File: config.mk
export PLATFORM = sky130hd
export DESIGN_NAME = mem_access_ctrl_flat
export DESIGN_NICKNAME = d
export VERILOG_FILES = /design/src/rtl/mem_access_ctrl_if.sv /design/src/rtl/mem_access_ctrl.sv /design/src/flat_wrapper.sv
export SDC_FILE = /design/constraint.sdc
export NUM_CORES = 1
export LEC_CHECK = 0
export CAP_MARGIN = 40
export CORE_MARGIN = 2
export CORE_UTILIZATION = 38
export DETAILED_ROUTE_END_ITERATION = 10
export PLACE_DENSITY_LB_ADDON = 0.05
export SLEW_MARGIN = 10
export SYNTH_ARGS = -nofsm -noshare
export SYNTH_HDL_FRONTEND = slang
export SYNTH_SLANG_ARGS = --single-unit
File: constraint.sdc
create_clock -name clk -period 2.61 [get_ports clk]
set_input_delay 0.6525 -clock clk [delete_from_list [all_inputs] [get_ports clk]]
set_output_delay 0.6525 -clock clk [all_outputs]
set_load 0.02 [all_outputs]
File: src/rtl/mem_access_ctrl_if.sv
// Data-memory / peripheral bus seen by the memory-stage controller.
// The controller is the master: it issues one request at a time and holds
// it until the slave signals completion with bus_ready.
interface mem_access_ctrl_if;
  logic        bus_req;
  logic [31:0] bus_addr;
  logic [3:0]  bus_byteen;
  logic [31:0] bus_wdata;
  logic        bus_ready;
  logic [31:0] bus_rdata;

  modport master (
    output bus_req,
    output bus_addr,
    output bus_byteen,
    output bus_wdata,
    input  bus_ready,
    input  bus_rdata
  );

  modport slave (
    input  bus_req,
    input  bus_addr,
    input  bus_byteen,
    input  bus_wdata,
    output bus_ready,
    output bus_rdata
  );
endinterface

File: src/rtl/mem_access_ctrl.sv
// Memory-stage load/store controller.
// Screens each M-stage load/store for alignment and address-map faults,
// runs a single outstanding bus transaction per access, stalls the
// pipeline while it is in flight and hands the raw read word, byte offset
// and extension opcode to the data-extension unit.
module mem_access_ctrl (
  input  logic        clk,
  input  logic        reset,
  input  logic        req_valid,
  input  logic [3:0]  mem_op,
  input  logic [31:0] addr,
  input  logic [31:0] wdata,
  input  logic        flush,
  mem_access_ctrl_if.master bus,
  output logic        stall,
  output logic        done,
  output logic [31:0] de_rdata,
  output logic [1:0]  de_a,
  output logic [2:0]  de_op,
  output logic        exc_valid,
  output logic [4:0]  exc_code
);

  typedef enum logic [1:0] {
    IDLE,
    WAIT,
    DONE
  } state_e;

  typedef enum logic [3:0] {
    OP_NONE = 4'd0,
    OP_LW   = 4'd1,
    OP_LBU  = 4'd2,
    OP_LB   = 4'd3,
    OP_LHU  = 4'd4,
    OP_LH   = 4'd5,
    OP_SW   = 4'd6,
    OP_SH   = 4'd7,
    OP_SB   = 4'd8
  } mem_op_e;

  typedef enum logic [2:0] {
    DE_LW  = 3'd0,
    DE_LBU = 3'd1,
    DE_LB  = 3'd2,
    DE_LHU = 3'd3,
    DE_LH  = 3'd4
  } de_op_e;

  typedef enum logic [4:0] {
    EXC_NONE = 5'd0,
    EXC_ADEL = 5'd4,
    EXC_ADES = 5'd5
  } exc_code_e;

  state_e      state;
  state_e      state_n;

  // decoded request
  logic        is_load;
  logic        is_store;
  logic        size_word;
  logic        size_half;
  de_op_e      de_op_n;
  logic [3:0]  byteen_n;
  logic [31:0] wdata_n;
  logic        op_valid;

  // address screening
  logic        in_dm;
  logic        in_t0;
  logic        in_t1;
  logic        in_ig;
  logic        in_timer;
  logic        in_map;
  logic        misaligned;
  logic        sub_to_timer;
  logic        count_store;
  logic        fault;

  // latched transaction
  logic [31:0] addr_q;
  logic [3:0]  byteen_q;
  logic [31:0] wdata_q;
  logic        is_load_q;
  logic [1:0]  de_a_q;
  logic [2:0]  de_op_q;
  logic [31:0] de_rdata_q;
  logic        cancel_q;

  logic        accept;
  logic        bus_req_n;

  // Decode the M-stage opcode into access size, direction, DE opcode and
  // the store lane layout; undefined codes decode to "no access".
  always_comb begin
    is_load   = 1'b0;
    is_store  = 1'b0;
    size_word = 1'b0;
    size_half = 1'b0;
    de_op_n   = DE_LW;
    byteen_n  = '0;
    wdata_n   = wdata;
    case (mem_op)
      OP_LW: begin
        is_load   = 1'b1;
        size_word = 1'b1;
        de_op_n   = DE_LW;
      end
      OP_LBU: begin
        is_load = 1'b1;
        de_op_n = DE_LBU;
      end
      OP_LB: begin
        is_load = 1'b1;
        de_op_n = DE_LB;
      end
      OP_LHU: begin
        is_load   = 1'b1;
        size_half = 1'b1;
        de_op_n   = DE_LHU;
      end
      OP_LH: begin
        is_load   = 1'b1;
        size_half = 1'b1;
        de_op_n   = DE_LH;
      end
      OP_SW: begin
        is_store  = 1'b1;
        size_word = 1'b1;
        byteen_n  = '1;
        wdata_n   = wdata;
      end
      OP_SH: begin
        is_store  = 1'b1;
        size_half = 1'b1;
        byteen_n  = addr[1] ? 4'b1100 : 4'b0011;
        wdata_n   = {2{wdata[15:0]}};
      end
      OP_SB: begin
        is_store = 1'b1;
        byteen_n = 4'b0001 << addr[1:0];
        wdata_n  = {4{wdata[7:0]}};
      end
      default: ;
    endcase
  end

  assign op_valid = is_load | is_store;

  // Address map regions (byte address of the access).
  assign in_dm    = (addr <= 32'h0000_2FFF);
  assign in_t0    = (addr >= 32'h0000_7F00) && (addr <= 32'h0000_7F0B);
  assign in_t1    = (addr >= 32'h0000_7F10) && (addr <= 32'h0000_7F1B);
  assign in_ig    = (addr >= 32'h0000_7F20) && (addr <= 32'h0000_7F23);
  assign in_timer = in_t0 | in_t1;
  assign in_map   = in_dm | in_timer | in_ig;

  // Timers only take whole-word accesses and their COUNT word (offset 0x8)
  // is read-only.
  assign misaligned   = (size_word && (addr[1:0] != 2'b00)) ||
                        (size_half && addr[0]);
  assign sub_to_timer = in_timer && !size_word;
  assign count_store  = is_store && in_timer && (addr[3:2] == 2'b10);
  assign fault        = misaligned || !in_map || sub_to_timer || count_store;

  // State register.
  always_ff @(posedge clk) begin
    if (reset) begin
      state <= IDLE;
    end else begin
      state <= state_n;
    end
  end

  // Next-state and handshake/pipeline outputs.
  always_comb begin
    state_n   = state;
    accept    = 1'b0;
    bus_req_n = 1'b0;
    stall     = 1'b0;
    done      = 1'b0;
    exc_valid = 1'b0;
    exc_code  = EXC_NONE;
    case (state)
      IDLE: begin
        if (req_valid && op_valid && !flush) begin
          if (fault) begin
            exc_valid = 1'b1;
            exc_code  = is_store ? EXC_ADES : EXC_ADEL;
          end else begin
            accept  = 1'b1;
            stall   = 1'b1;
            state_n = WAIT;
          end
        end
      end
      WAIT: begin
        bus_req_n = 1'b1;
        stall     = 1'b1;
        if (bus.bus_ready) begin
          state_n = DONE;
        end
      end
      DONE: begin
        // A flush seen while the bus was busy, or one arriving now, means
        // the instruction is gone: the access still happened but DE must
        // not consume it.
        done    = !cancel_q && !flush;
        state_n = IDLE;
      end
      default: begin
        state_n = IDLE;
      end
    endcase
  end

  // Transaction latch, read-data capture and sticky cancel.
  always_ff @(posedge clk) begin
    if (reset) begin
      addr_q     <= '0;
      byteen_q   <= '0;
      wdata_q    <= '0;
      is_load_q  <= 1'b0;
      de_a_q     <= '0;
      de_op_q    <= '0;
      de_rdata_q <= '0;
      cancel_q   <= 1'b0;
    end else begin
      if (accept) begin
        addr_q    <= {addr[31:2], 2'b00};
        byteen_q  <= byteen_n;
        wdata_q   <= wdata_n;
        is_load_q <= is_load;
        de_a_q    <= addr[1:0];
        de_op_q   <= de_op_n;
        cancel_q  <= 1'b0;
      end
      if (state == WAIT) begin
        if (flush) begin
          cancel_q <= 1'b1;
        end
        if (bus.bus_ready && is_load_q) begin
          de_rdata_q <= bus.bus_rdata;
        end
      end
      if (state == DONE) begin
        cancel_q <= 1'b0;
      end
    end
  end

  assign bus.bus_req    = bus_req_n;
  assign bus.bus_addr   = addr_q;
  assign bus.bus_byteen = byteen_q;
  assign bus.bus_wdata  = wdata_q;

  assign de_rdata = de_rdata_q;
  assign de_a     = de_a_q;
  assign de_op    = de_op_q;

endmodule

File: src/flat_wrapper.sv
// flat-port wrapper written by rule: the top's interface ports become plain ports
module mem_access_ctrl_flat 
  (clk, reset, req_valid, mem_op, addr, wdata, flush, stall, done, de_rdata, de_a, de_op, exc_valid, exc_code, bus_bus_req, bus_bus_addr, bus_bus_byteen, bus_bus_wdata, bus_bus_ready, bus_bus_rdata);
  mem_access_ctrl_if bus_i ();
  input  logic clk;
  input  logic reset;
  input  logic req_valid;
  input  logic [3:0] mem_op;
  input  logic [31:0] addr;
  input  logic [31:0] wdata;
  input  logic flush;
  output logic stall;
  output logic done;
  output logic [31:0] de_rdata;
  output logic [1:0] de_a;
  output logic [2:0] de_op;
  output logic exc_valid;
  output logic [4:0] exc_code;
  output wire logic [$bits(bus_i.bus_req)-1:0] bus_bus_req;
  output wire logic [$bits(bus_i.bus_addr)-1:0] bus_bus_addr;
  output wire logic [$bits(bus_i.bus_byteen)-1:0] bus_bus_byteen;
  output wire logic [$bits(bus_i.bus_wdata)-1:0] bus_bus_wdata;
  input wire logic [$bits(bus_i.bus_ready)-1:0] bus_bus_ready;
  input wire logic [$bits(bus_i.bus_rdata)-1:0] bus_bus_rdata;
  assign bus_bus_req = bus_i.bus_req;
  assign bus_bus_addr = bus_i.bus_addr;
  assign bus_bus_byteen = bus_i.bus_byteen;
  assign bus_bus_wdata = bus_i.bus_wdata;
  assign bus_i.bus_ready = bus_bus_ready;
  assign bus_i.bus_rdata = bus_bus_rdata;
  mem_access_ctrl u_core (.clk(clk), .reset(reset), .req_valid(req_valid), .mem_op(mem_op), .addr(addr), .wdata(wdata), .flush(flush), .bus(bus_i), .stall(stall), .done(done), .de_rdata(de_rdata), .de_a(de_a), .de_op(de_op), .exc_valid(exc_valid), .exc_code(exc_code));
endmodule
==> run metrics <==
CP Launch Type primary input; TritonCTS clock tree built; CTS root buf clkbuf_16; synthesized area 0.00492 mm^2; die area 0.0139 mm^2; post-layout worst setup margin -127 ps; YS warnings 0; layout cells sized above 1 0.181; overall routing resource usage 0.210; final WL 15300 um; Setup crit end kind primary output; DRT Pass-1 Iters 5; post-route ant nets 0; Initial DRC Count 238; I/O pin total 219; Layout area overhead 61.5%; largest net degree at the start of global routing 62; syn_area_per_cell 9.12 um^2; FP Rows 41; number of diodes 0; top-area cell type share of the netlist area 0.435; core box area 0.0126 mm^2; Die Ht 118 um; htree depth 3; RSZ-0062 raised after global routing yes; clock tree sinks 107; fin crit period 2740 ps; number of I/O port buffers 213; Max VDD drop 0.000316 V; final net count 877; actual slew at the worst max-slew pin 570 ps; required time of the critical path 1960 ps; DRC 0; initial antenna violation count 0; cell with the most instances after synthesis dfxtp_1; GR Layer Usage met3 0.0654; via count 4745; CP Data Arrival Time 2080 ps; Setup TNS -390 ps; Main synth FF type dfxtp_1; busiest grt layer met2; max-cap viol count 0; pwr dens 419 mW/mm^2; Worst-Skew Late Latency 350 ps; Finished Cell Area 0.00795 mm^2; min-delay worst type reg -> reg; Pleak 2.84 nW; Setup CP Type in -> out; final clock skew 4.06 ps; FMAX 365 MHz; Mapped Cells 540; gp weighted congestion 0.786; sequential fraction of the synthesis area 0.435; CP startpoint mem_op[2]; top cells by area, synth dfxtp_1 43%, nand2b_1 6.7%, mux2i_1 5.9%, nand2_1 5.4%, a2111oi_0 4.3%; met1 usage 0.245; hold_sp u_core.de_rdata[2]; Post-synth EDFFs 0; Via density 5.00; Die W 118 um; drt wl/cell 16.1 um; global-route wire length before repair 23600 um; placed cell area 0.00739 mm^2; status complete, but fails checks; Worst Path Max Fanout 4; HPWL after DPL 10600 um; Final Max Slew Viols 0; Final period util 1.05; final hold vios 0; CTS Buf Count 9; hold_buf cts 0; Starting Density 0.390; Max transition margin 0.620; final setup fails 4; Commonest cells post-synth 107 x dfxtp_1, 71 x nand2_1, 53 x nand2b_1; power consumption 3.34 mW; dpl ws -1110 ps; grt total ovfl 0; Cell variety after synth 51; Synth area leader dfxtp_1; Worst Hold Path Cells 2; Synth async-reset ratio 0; Reg2Reg Depth 8; number of global-route vias before repair 4790; Worst-path clk slew 70 ps; flops & latches, synth 107; r2r startpoint u_core.state[1]; met2 usage in global routing 0.366; failing checks setup timing; clock buffer depth 2
-- metal layers --
layer,vias to the layer above,wire length (um)
met5,-,0
met4,0,282
met3,26,1240
met2,177,7240
met1,2203,6500
li1,2339,-
-- per-stage QoR --
| stage | hold WS (ps) | cells | utilization |
|---|---|---|---|
| floorplan | 461 | 544 | - |
| global placement | 440 | 911 | 0.585 |
| detailed placement | 447 | 911 | 0.585 |
| CTS | 456 | 945 | 0.626 |
| global route | 475 | 949 | 0.630 |
| finish | 453 | 949 | 0.630 |
-- placed cells by master, fill, tap and decap left out, types with 9 or more instances in the layout --
cell             synthesis  final
dfxtp_1                107    107
buf_6                    5     11
nand2_1                 71     71
mux2i_1                 29     28
nor3b_1                 18     17
nand2b_1                53     52
a2111oi_0               24     23
inv_1                   27     27
a21oi_1                 40     39
clkbuf_16                0     10
buf_4                   11     44
a211oi_1                24     23
clkbuf_2                 0     15
clkdlybuf4s50_1          0    171
nor2_1                  11      9
-- area by class of cell --
class | instances | area [um^2]
clock buffers | 12 | 246
clock inverters | 4 | 31.3
fillers | 1131 | 4670
inverters | 27 | 101
multi-input cells | 356 | 2570
flip-flops and latches | 107 | 2140
well taps | 172 | 215
repair buffers | 271 | 2640
-- sequential cells by signal, summed over array words and instances (netlist names) --
register	cells
u_core.bus.bus_wdata	32
u_core.de_rdata	32
u_core.bus.bus_addr	30
u_core.bus.bus_byteen	4
u_core.de_op	3
u_core.de_a	2
u_core.state	2
u_core.cancel_q	1
u_core.is_load_q	1
-- what timing repair did --
action / CTS / global route
resized for setup: 119 / 56
setup buffers: 17 / 4
setup endpoints to repair: 78 / 38
pin swaps: 21 / 20
gates cloned: 1 / 1
-- power breakdown --
part / internal (mW) / switching (mW) / total (mW)
clock: 0.684 / 0.626 / 1.31
combinational: 0.231 / 0.164 / 0.394
sequential: 1.63 / 0.000000261 / 1.63
-- final timing paths --
check / to / slack (ps)
max: stall / -130
min: u_core.de_rdata[2] / 450
max reg2reg: u_core.de_op[2] / 530
min reg2reg: u_core.de_rdata[2] / 450
-- worst max-delay path: stages --
cell	delay [ps]
buf_8	100
buf_12	120
buf_12	120
or4_4	390
nand4_1	120
buf_4	130
a2111oi_4	40
or2_4	270
buf_6	130
-- kinds of logic after synthesis --
family | share of synthesized area
AOI/OAI and AO/OA | 0.184
xor gates and xnor gates | 0.00178
buffers and inverters | 0.0793
DFF | 0.435
muxes | 0.0833
other | 0.000761
and+or+nand+nor | 0.216
Power figures use the tool's default switching activity.
